**config.mk**
```make
export PLATFORM = sky130hd
export DESIGN_NAME = std_fp_mac_pipe
export DESIGN_NICKNAME = d
export VERILOG_FILES = /design/src/rtl/std_fp_pkg.sv /design/src/rtl/std_fp_mult_pipe.sv /design/src/rtl/std_fp_mac_pipe.sv
export SDC_FILE = /design/constraint.sdc
export NUM_CORES = 2
export LEC_CHECK = 0
export CORE_ASPECT_RATIO = 0.6
export CORE_MARGIN = 4
export CORE_UTILIZATION = 45
export DETAILED_ROUTE_END_ITERATION = 12
export PLACE_DENSITY = 0.62
export SLEW_MARGIN = 25
export SYNTH_ARGS = -nofsm -noshare
export SYNTH_HDL_FRONTEND = slang
export SYNTH_SLANG_ARGS = --single-unit
```
**constraint.sdc**
```tcl
create_clock -name clk -period 18.7 [get_ports clk]
set_input_delay 1.87 -clock clk [delete_from_list [all_inputs] [get_ports clk]]
set_output_delay 1.87 -clock clk [all_outputs]
set_load 0.03 [all_outputs]
```
**src/rtl/std_fp_pkg.sv**
```systemverilog
// rtl/std_fp_pkg.sv - shared types and constants for the fixed-point pipes
//
// Purpose: state encoding for the MAC controller and the sub-multiplier
//          latency constant shared by RTL and scoreboards.
// Ports:   none (package).
package std_fp_pkg;

    typedef enum logic [1:0] {
        IDLE = 2'd0,
        MUL  = 2'd1,
        DONE = 2'd2
    } fp_mac_state_e;

    // Cycles from sub-multiplier go to its done being visible.
    localparam int FP_MULT_LATENCY = 3;

endpackage

```
**src/rtl/std_fp_mult_pipe.sv**
```systemverilog
// rtl/std_fp_mult_pipe.sv - three-stage unsigned fixed-point multiplier
//
// Purpose: out = truncate((left * right) >> FRAC_WIDTH) to WIDTH bits, i.e.
//          product bits [2*WIDTH-INT_WIDTH-1 : WIDTH-INT_WIDTH]. Integer bits
//          above the kept window are silently dropped.
// Ports:
//   clk   in  1      clock
//   go    in  1      start; must stay high until done
//   left  in  WIDTH  multiplicand
//   right in  WIDTH  multiplier
//   out   out WIDTH  truncated product, valid while done is high
//   done  out 1      high FP_MULT_LATENCY cycles after go rose
module std_fp_mult_pipe #(
    parameter int WIDTH      = 32,
    parameter int INT_WIDTH  = 16,
    parameter int FRAC_WIDTH = 16
) (
    input  logic             clk,
    input  logic             go,
    input  logic [WIDTH-1:0] left,
    input  logic [WIDTH-1:0] right,
    output logic [WIDTH-1:0] out,
    output logic             done
);
    import std_fp_pkg::*;

    logic [WIDTH-1:0]           r_a;
    logic [WIDTH-1:0]           r_b;
    logic [WIDTH-1:0]           r_prod;
    logic [WIDTH-1:0]           r_out;
    logic [FP_MULT_LATENCY-1:0] r_go_sr;

    // Datapath and progress tracker are deliberately unreset: one cycle with
    // go low empties the tracker, and the owner guarantees such a cycle.
    always_ff @(posedge clk) begin
        r_a    <= left;
        r_b    <= right;
        r_prod <= WIDTH'(({{WIDTH{1'b0}}, r_a} * {{WIDTH{1'b0}}, r_b}) >> FRAC_WIDTH);
        r_out  <= r_prod;
        if (!go) begin
            r_go_sr <= '0;
        end else begin
            r_go_sr <= {r_go_sr[FP_MULT_LATENCY-2:0], 1'b1};
        end
    end

    assign out  = r_out;
    assign done = r_go_sr[FP_MULT_LATENCY-1];

endmodule

```
**src/rtl/std_fp_mac_pipe.sv**
```systemverilog
// rtl/std_fp_mac_pipe.sv - saturating fixed-point multiply-accumulate, go/done
//
// Purpose: acc = sat(acc + left*right), or acc = left*right when clear is
//          sampled with go. clear alone in IDLE zeroes acc and overflow.
// Ports:
//   clk      in  1      clock
//   reset    in  1      asynchronous active-high reset
//   go       in  1      start request, held until done
//   clear    in  1      restart accumulation (with go) / zero acc (alone)
//   left     in  WIDTH  multiplicand
//   right    in  WIDTH  multiplier
//   out      out WIDTH  accumulator snapshot, updated when an op completes
//   overflow out 1      sticky saturation flag
//   done     out 1      one-cycle completion pulse
module std_fp_mac_pipe #(
    parameter int WIDTH      = 32,
    parameter int INT_WIDTH  = 16,
    parameter int FRAC_WIDTH = 16
) (
    input  logic             clk,
    input  logic             reset,
    input  logic             go,
    input  logic             clear,
    input  logic [WIDTH-1:0] left,
    input  logic [WIDTH-1:0] right,
    output logic [WIDTH-1:0] out,
    output logic             overflow,
    output logic             done
);
    import std_fp_pkg::*;

    if (INT_WIDTH + FRAC_WIDTH != WIDTH) begin : g_bad_width
        $error("std_fp_mac_pipe: INT_WIDTH + FRAC_WIDTH must equal WIDTH");
    end

    fp_mac_state_e    r_state;
    fp_mac_state_e    w_next_state;
    logic [WIDTH-1:0] r_left;
    logic [WIDTH-1:0] r_right;
    logic             r_clr;
    logic [WIDTH-1:0] r_acc;
    logic [WIDTH-1:0] r_out;
    logic             r_ovf;
    logic             w_mult_go;
    logic             w_mult_done;
    logic [WIDTH-1:0] w_prod;
    logic [WIDTH-1:0] w_base;
    logic [WIDTH:0]   w_sum;

    // Sub-multiplier go follows the state, not the port, so a protocol
    // violation on go cannot stall an op already in MUL.
    std_fp_mult_pipe #(
        .WIDTH      (WIDTH),
        .INT_WIDTH  (INT_WIDTH),
        .FRAC_WIDTH (FRAC_WIDTH)
    ) mult (
        .clk   (clk),
        .go    (w_mult_go),
        .left  (r_left),
        .right (r_right),
        .out   (w_prod),
        .done  (w_mult_done)
    );

    always_ff @(posedge clk or posedge reset) begin
        if (reset) begin
            r_state <= IDLE;
        end else begin
            r_state <= w_next_state;
        end
    end

    always_comb begin
        w_next_state = r_state;
        w_mult_go    = 1'b0;
        done         = 1'b0;
        case (r_state)
            IDLE: begin
                if (go) begin
                    w_next_state = MUL;
                end
            end
            MUL: begin
                w_mult_go = 1'b1;
                if (w_mult_done) begin
                    w_next_state = DONE;
                end
            end
            DONE: begin
                done         = 1'b1;
                w_next_state = IDLE;
            end
            default: w_next_state = IDLE;
        endcase
    end

    // Carry out of the widened sum is the only overflow source.
    assign w_base = r_clr ? '0 : r_acc;
    assign w_sum  = {1'b0, w_base} + {1'b0, w_prod};

    always_ff @(posedge clk or posedge reset) begin
        if (reset) begin
            r_left  <= '0;
            r_right <= '0;
            r_clr   <= 1'b0;
            r_acc   <= '0;
            r_out   <= '0;
            r_ovf   <= 1'b0;
        end else begin
            case (r_state)
                IDLE: begin
                    if (go) begin
                        r_left  <= left;
                        r_right <= right;
                        r_clr   <= clear;
                    end else if (clear) begin
                        r_acc <= '0;
                        r_ovf <= 1'b0;
                    end
                end
                MUL: begin
                    if (w_mult_done) begin
                        if (w_sum[WIDTH]) begin
                            r_acc <= '1;
                            r_out <= '1;
                            r_ovf <= 1'b1;
                        end else begin
                            r_acc <= w_sum[WIDTH-1:0];
                            r_out <= w_sum[WIDTH-1:0];
                            // With clr the base is zero, so no carry is possible
                            // and the stale flag is simply dropped here.
                            if (r_clr) begin
                                r_ovf <= 1'b0;
                            end
                        end
                    end
                end
                default: ;
            endcase
        end
    end

    assign out      = r_out;
    assign overflow = r_ovf;

endmodule
```
==> out/qor.yml <==
status:
  result_of_the_run: "finished clean"
timing:
  fin_skew_ps: 18.97
  grt_setup_unrepaired: "false"
  setup_viol_count_final: 0
  fmax_ghz: 0.1212
  maxSlewViolCount: 0
  slew_headroom_pct: 28.95
  finalSetupTns_ps: 0
  finalHoldViolations: 0
  fin_crit_sh_pct: 44.11
  setup_slack_ps: 10450
  finalCriticalPeriod_ps: 8249
  slew_at_the_pin_closest_to_its_max_slew_limit_ps: 1066
cells_and_area:
  layout-area-overhead-vs-synth_pct: 8.275
  share_of_cells_above_drive_strength_1_pct: 5.346
  final_core_util_pct: 49.14
  numnets_final: 4846
  fin_cells: 4896
placement:
  worst_slack_at_placement_ps: 10550
  io_buffers: 101
  post-place-cells: 4843
  gp_routability_congestion: 1.001
  detailed_place_hpwl_um: 77530
grt:
  grt_total_ovfl: 0
  grt_start_max_net_pins: 69
  first_pass_grt_wire_length_um: 166300
  vias_in_the_first_global_route: 27850
  global_route.usage.total_pct: 25.02
  antenna_found_initial: 3
detailed_routing:
  ant_nets: 0
  post_drt_wl_per_cell_um: 21.11
  detailedRoute.firstIterationViolations: 2084
  firstDrtPassIters: 5
  drc: 0
  detail_routed_via_count_per_cell: 5.193
  route.vias.total: 25420
  totalWireLength_um: 103400
cts:
  cts_buffer_depth: 3
  clk_root_buffer_cell: "sky130_fd_sc_hd__clkbuf_16"
  hold_bufs_inserted_after_cts: 0
  cts_htree_levels: 1
  clk_latency_ps: 590
  post_cts_resized: 0
  clock_sinks: 263
  tritoncts_clock_tree: "yes"
  cts_buffers: 28
  cts.reportedPaths.clkPinSlew_ps: 80
  post_cts_buffers: 0
critical_path:
  crit_arrival_ps: 8710
  required_ps: 19160
  crit_family: "adder cells"
  crit_fanout: 17
  r2r_end: "mult.r_prod[27]$_DFF_P_"
  buf_inv_on_cp: 5
  timing.critical_path.from_type: "flip-flop"
  setup.worst_path.class: "flip-flop to flip-flop"
  ff2ff_setup_slack_ps: 10450
  cp-end-kind: "flip-flop"
  cp_cell_sequence: "buf_4 -> and2_1 -> fa_1 -> fa_1 -> fa_1 -> inv_1 -> fa_1 -> inv_1 -> fa_1 -> inv_1 -> fa_1 -> inv_1 -> fa_1 -> fa_1 -> ha_1 -> a21o_1 -> a21o_1 -> a21oi_2 -> nand3_1 -> o21a_1 -> a311o_1 -> a311oi_2 -> nor3_1 -> xor2_1"
  r2r_start: "mult.r_a[12]$_DFF_P_"
  worst_path_most_repeated_cell: "sky130_fd_sc_hd__fa_1"
  rr_worst_depth: 24
  timing.critical_path.slowest_cell_delay_ps: 860
  critPathSlowestCell: "sky130_fd_sc_hd__dfxtp_1"
yosys:
  ys.warnings.count: 0
  synth_seq_area_share_pct: 16.02
  synth_cells: 3809
  mappedNetlistNets: 4861
  yosys_most_used_dff: "sky130_fd_sc_hd__dfrtp_1"
  syn_avg_cell_area_um2: 9.709
  yosysUniqueCellTypes: 67
  post_synth_edffs: 0
  synth-seq-cells: 263
  synth-async-reset-ratio_pct: 50.19
  synth_area_um2: 36980
floorplan:
  num_rows: 81
  ios: 102
  chip_height_um: 230.1
  floorplan.die_area_um2: 86990
  die_w_um: 378.1
  placeableCoreArea_um2: 81480
  floorplan.initialDensity_pct: 45.39
hold_path:
  holdPathStages: 0
  hold_end: "mult.out[27]$_DFF_P_"
  worstHoldStart: "mult.r_prod[27]$_DFF_P_"
  hold_path.class: "flip-flop to flip-flop"
run:
  max_cap_viol_count: 0
## worst max-delay path by stage
stage	from	end	slack, ps	depth (start not counted)
finish	mult.r_a[12]$_DFF_P_	mult.r_prod[27]$_DFF_P_	10450	24
global route	mult.r_a[7]$_DFF_P_	mult.r_prod[31]$_DFF_P_	10130	24
CTS	mult.r_a[10]$_DFF_P_	mult.r_prod[31]$_DFF_P_	10530	25
detailed placement	mult.r_a[10]$_DFF_P_	mult.r_prod[31]$_DFF_P_	10550	25
global placement	mult.r_a[10]$_DFF_P_	mult.r_prod[31]$_DFF_P_	10550	25
floorplan	mult.r_a[19]$_DFF_P_	mult.r_prod[31]$_DFF_P_	11760	25
## per-layer routing
metal  GRT usage, %  routed length [um]  vias to the layer above
met4          4.839                2107                        0
met5              0                   0                        -
met3          7.965               11550                      102
met2          34.97               41390                     1026
met1          38.12               48320                    13090
li1               -                   -                    11210
## state kept, by name (all words and copies together), names as in the netlist
register and cells:
r_state 2, mult.r_go_sr 3, r_clr 1, mult.r_a 32, mult.r_b 32, overflow 1, r_right 32, out 32
r_left 32, mult.r_prod 32, mult.out 32, r_acc 32
## final cells by class
type	count	area (um^2)
inverter	768	2888
fill	7576	41440
multi-input combinational	2575	27400
timing repair buffer	158	1439
tap	1079	1350
sequential	263	5943
clock inverter	16	216.5
clock buffer	36	803.3
antenna	1	2.502
## cells in the mapped netlist (all sizes together) (9+ instances only)
cell,number,share of area (%)
o21a,10,0.21
dfrtp,132,8.9
fa,779,42
xnor2,59,1.4
ha,205,6.9
mux2,65,2.0
and2,521,8.8
dfxtp,131,7.1
nor2,66,0.67
o21ai,62,0.86
nand3,9,0.12
a21o,61,1.2
and3,9,0.17
nand2,481,4.9
clkbuf,199,2.0
nor2b,43,0.73
inv,768,7.8
xor2,27,0.64
a21oi,71,0.97
nand4,13,0.22
## kinds of logic after synthesis
group	after synthesis	share of synthesized area, %
and+or+nand+nor	1171	16.12
adders and majority gates	984	49.10
buffers and inverters	971	9.906
AOI/OAI and AO/OA	267	4.774
DFF	263	16.02
xor gates and xnor gates	86	2.037
muxes	67	2.033
## cells in the final DEF (no fill, tap or decap), types with 13 or more instances in the layout
cell / n
sky130_fd_sc_hd__fa_1: 779
sky130_fd_sc_hd__inv_1: 767
sky130_fd_sc_hd__and2_1: 520
sky130_fd_sc_hd__nand2_1: 480
sky130_fd_sc_hd__ha_1: 205
sky130_fd_sc_hd__dfrtp_1: 132
sky130_fd_sc_hd__dfxtp_1: 117
sky130_fd_sc_hd__clkdlybuf4s50_1: 101
sky130_fd_sc_hd__a21oi_1: 70
sky130_fd_sc_hd__nor2_1: 66
sky130_fd_sc_hd__mux2_2: 65
sky130_fd_sc_hd__a21o_1: 61
sky130_fd_sc_hd__xnor2_1: 59
sky130_fd_sc_hd__buf_4: 57
sky130_fd_sc_hd__o21ai_0: 53
sky130_fd_sc_hd__nor2b_1: 43
sky130_fd_sc_hd__clkbuf_16: 30
sky130_fd_sc_hd__xor2_1: 27
sky130_fd_sc_hd__dfxtp_2: 14
sky130_fd_sc_hd__nand4_1: 13
## through the flow
step           cell area [um^2]  hold slack [ps]
5_1_grt                   40040            335.4
2_1_floorplan             36980            309.6
3_3_place_gp              39020            312.3
3_5_place_dp              39020            313.5
6_report                  40040            325.9
4_1_cts                   40040            328.4
Power is not shown: default switching activity piles up to over one toggle a cycle in this logic, so the estimate is an artifact.
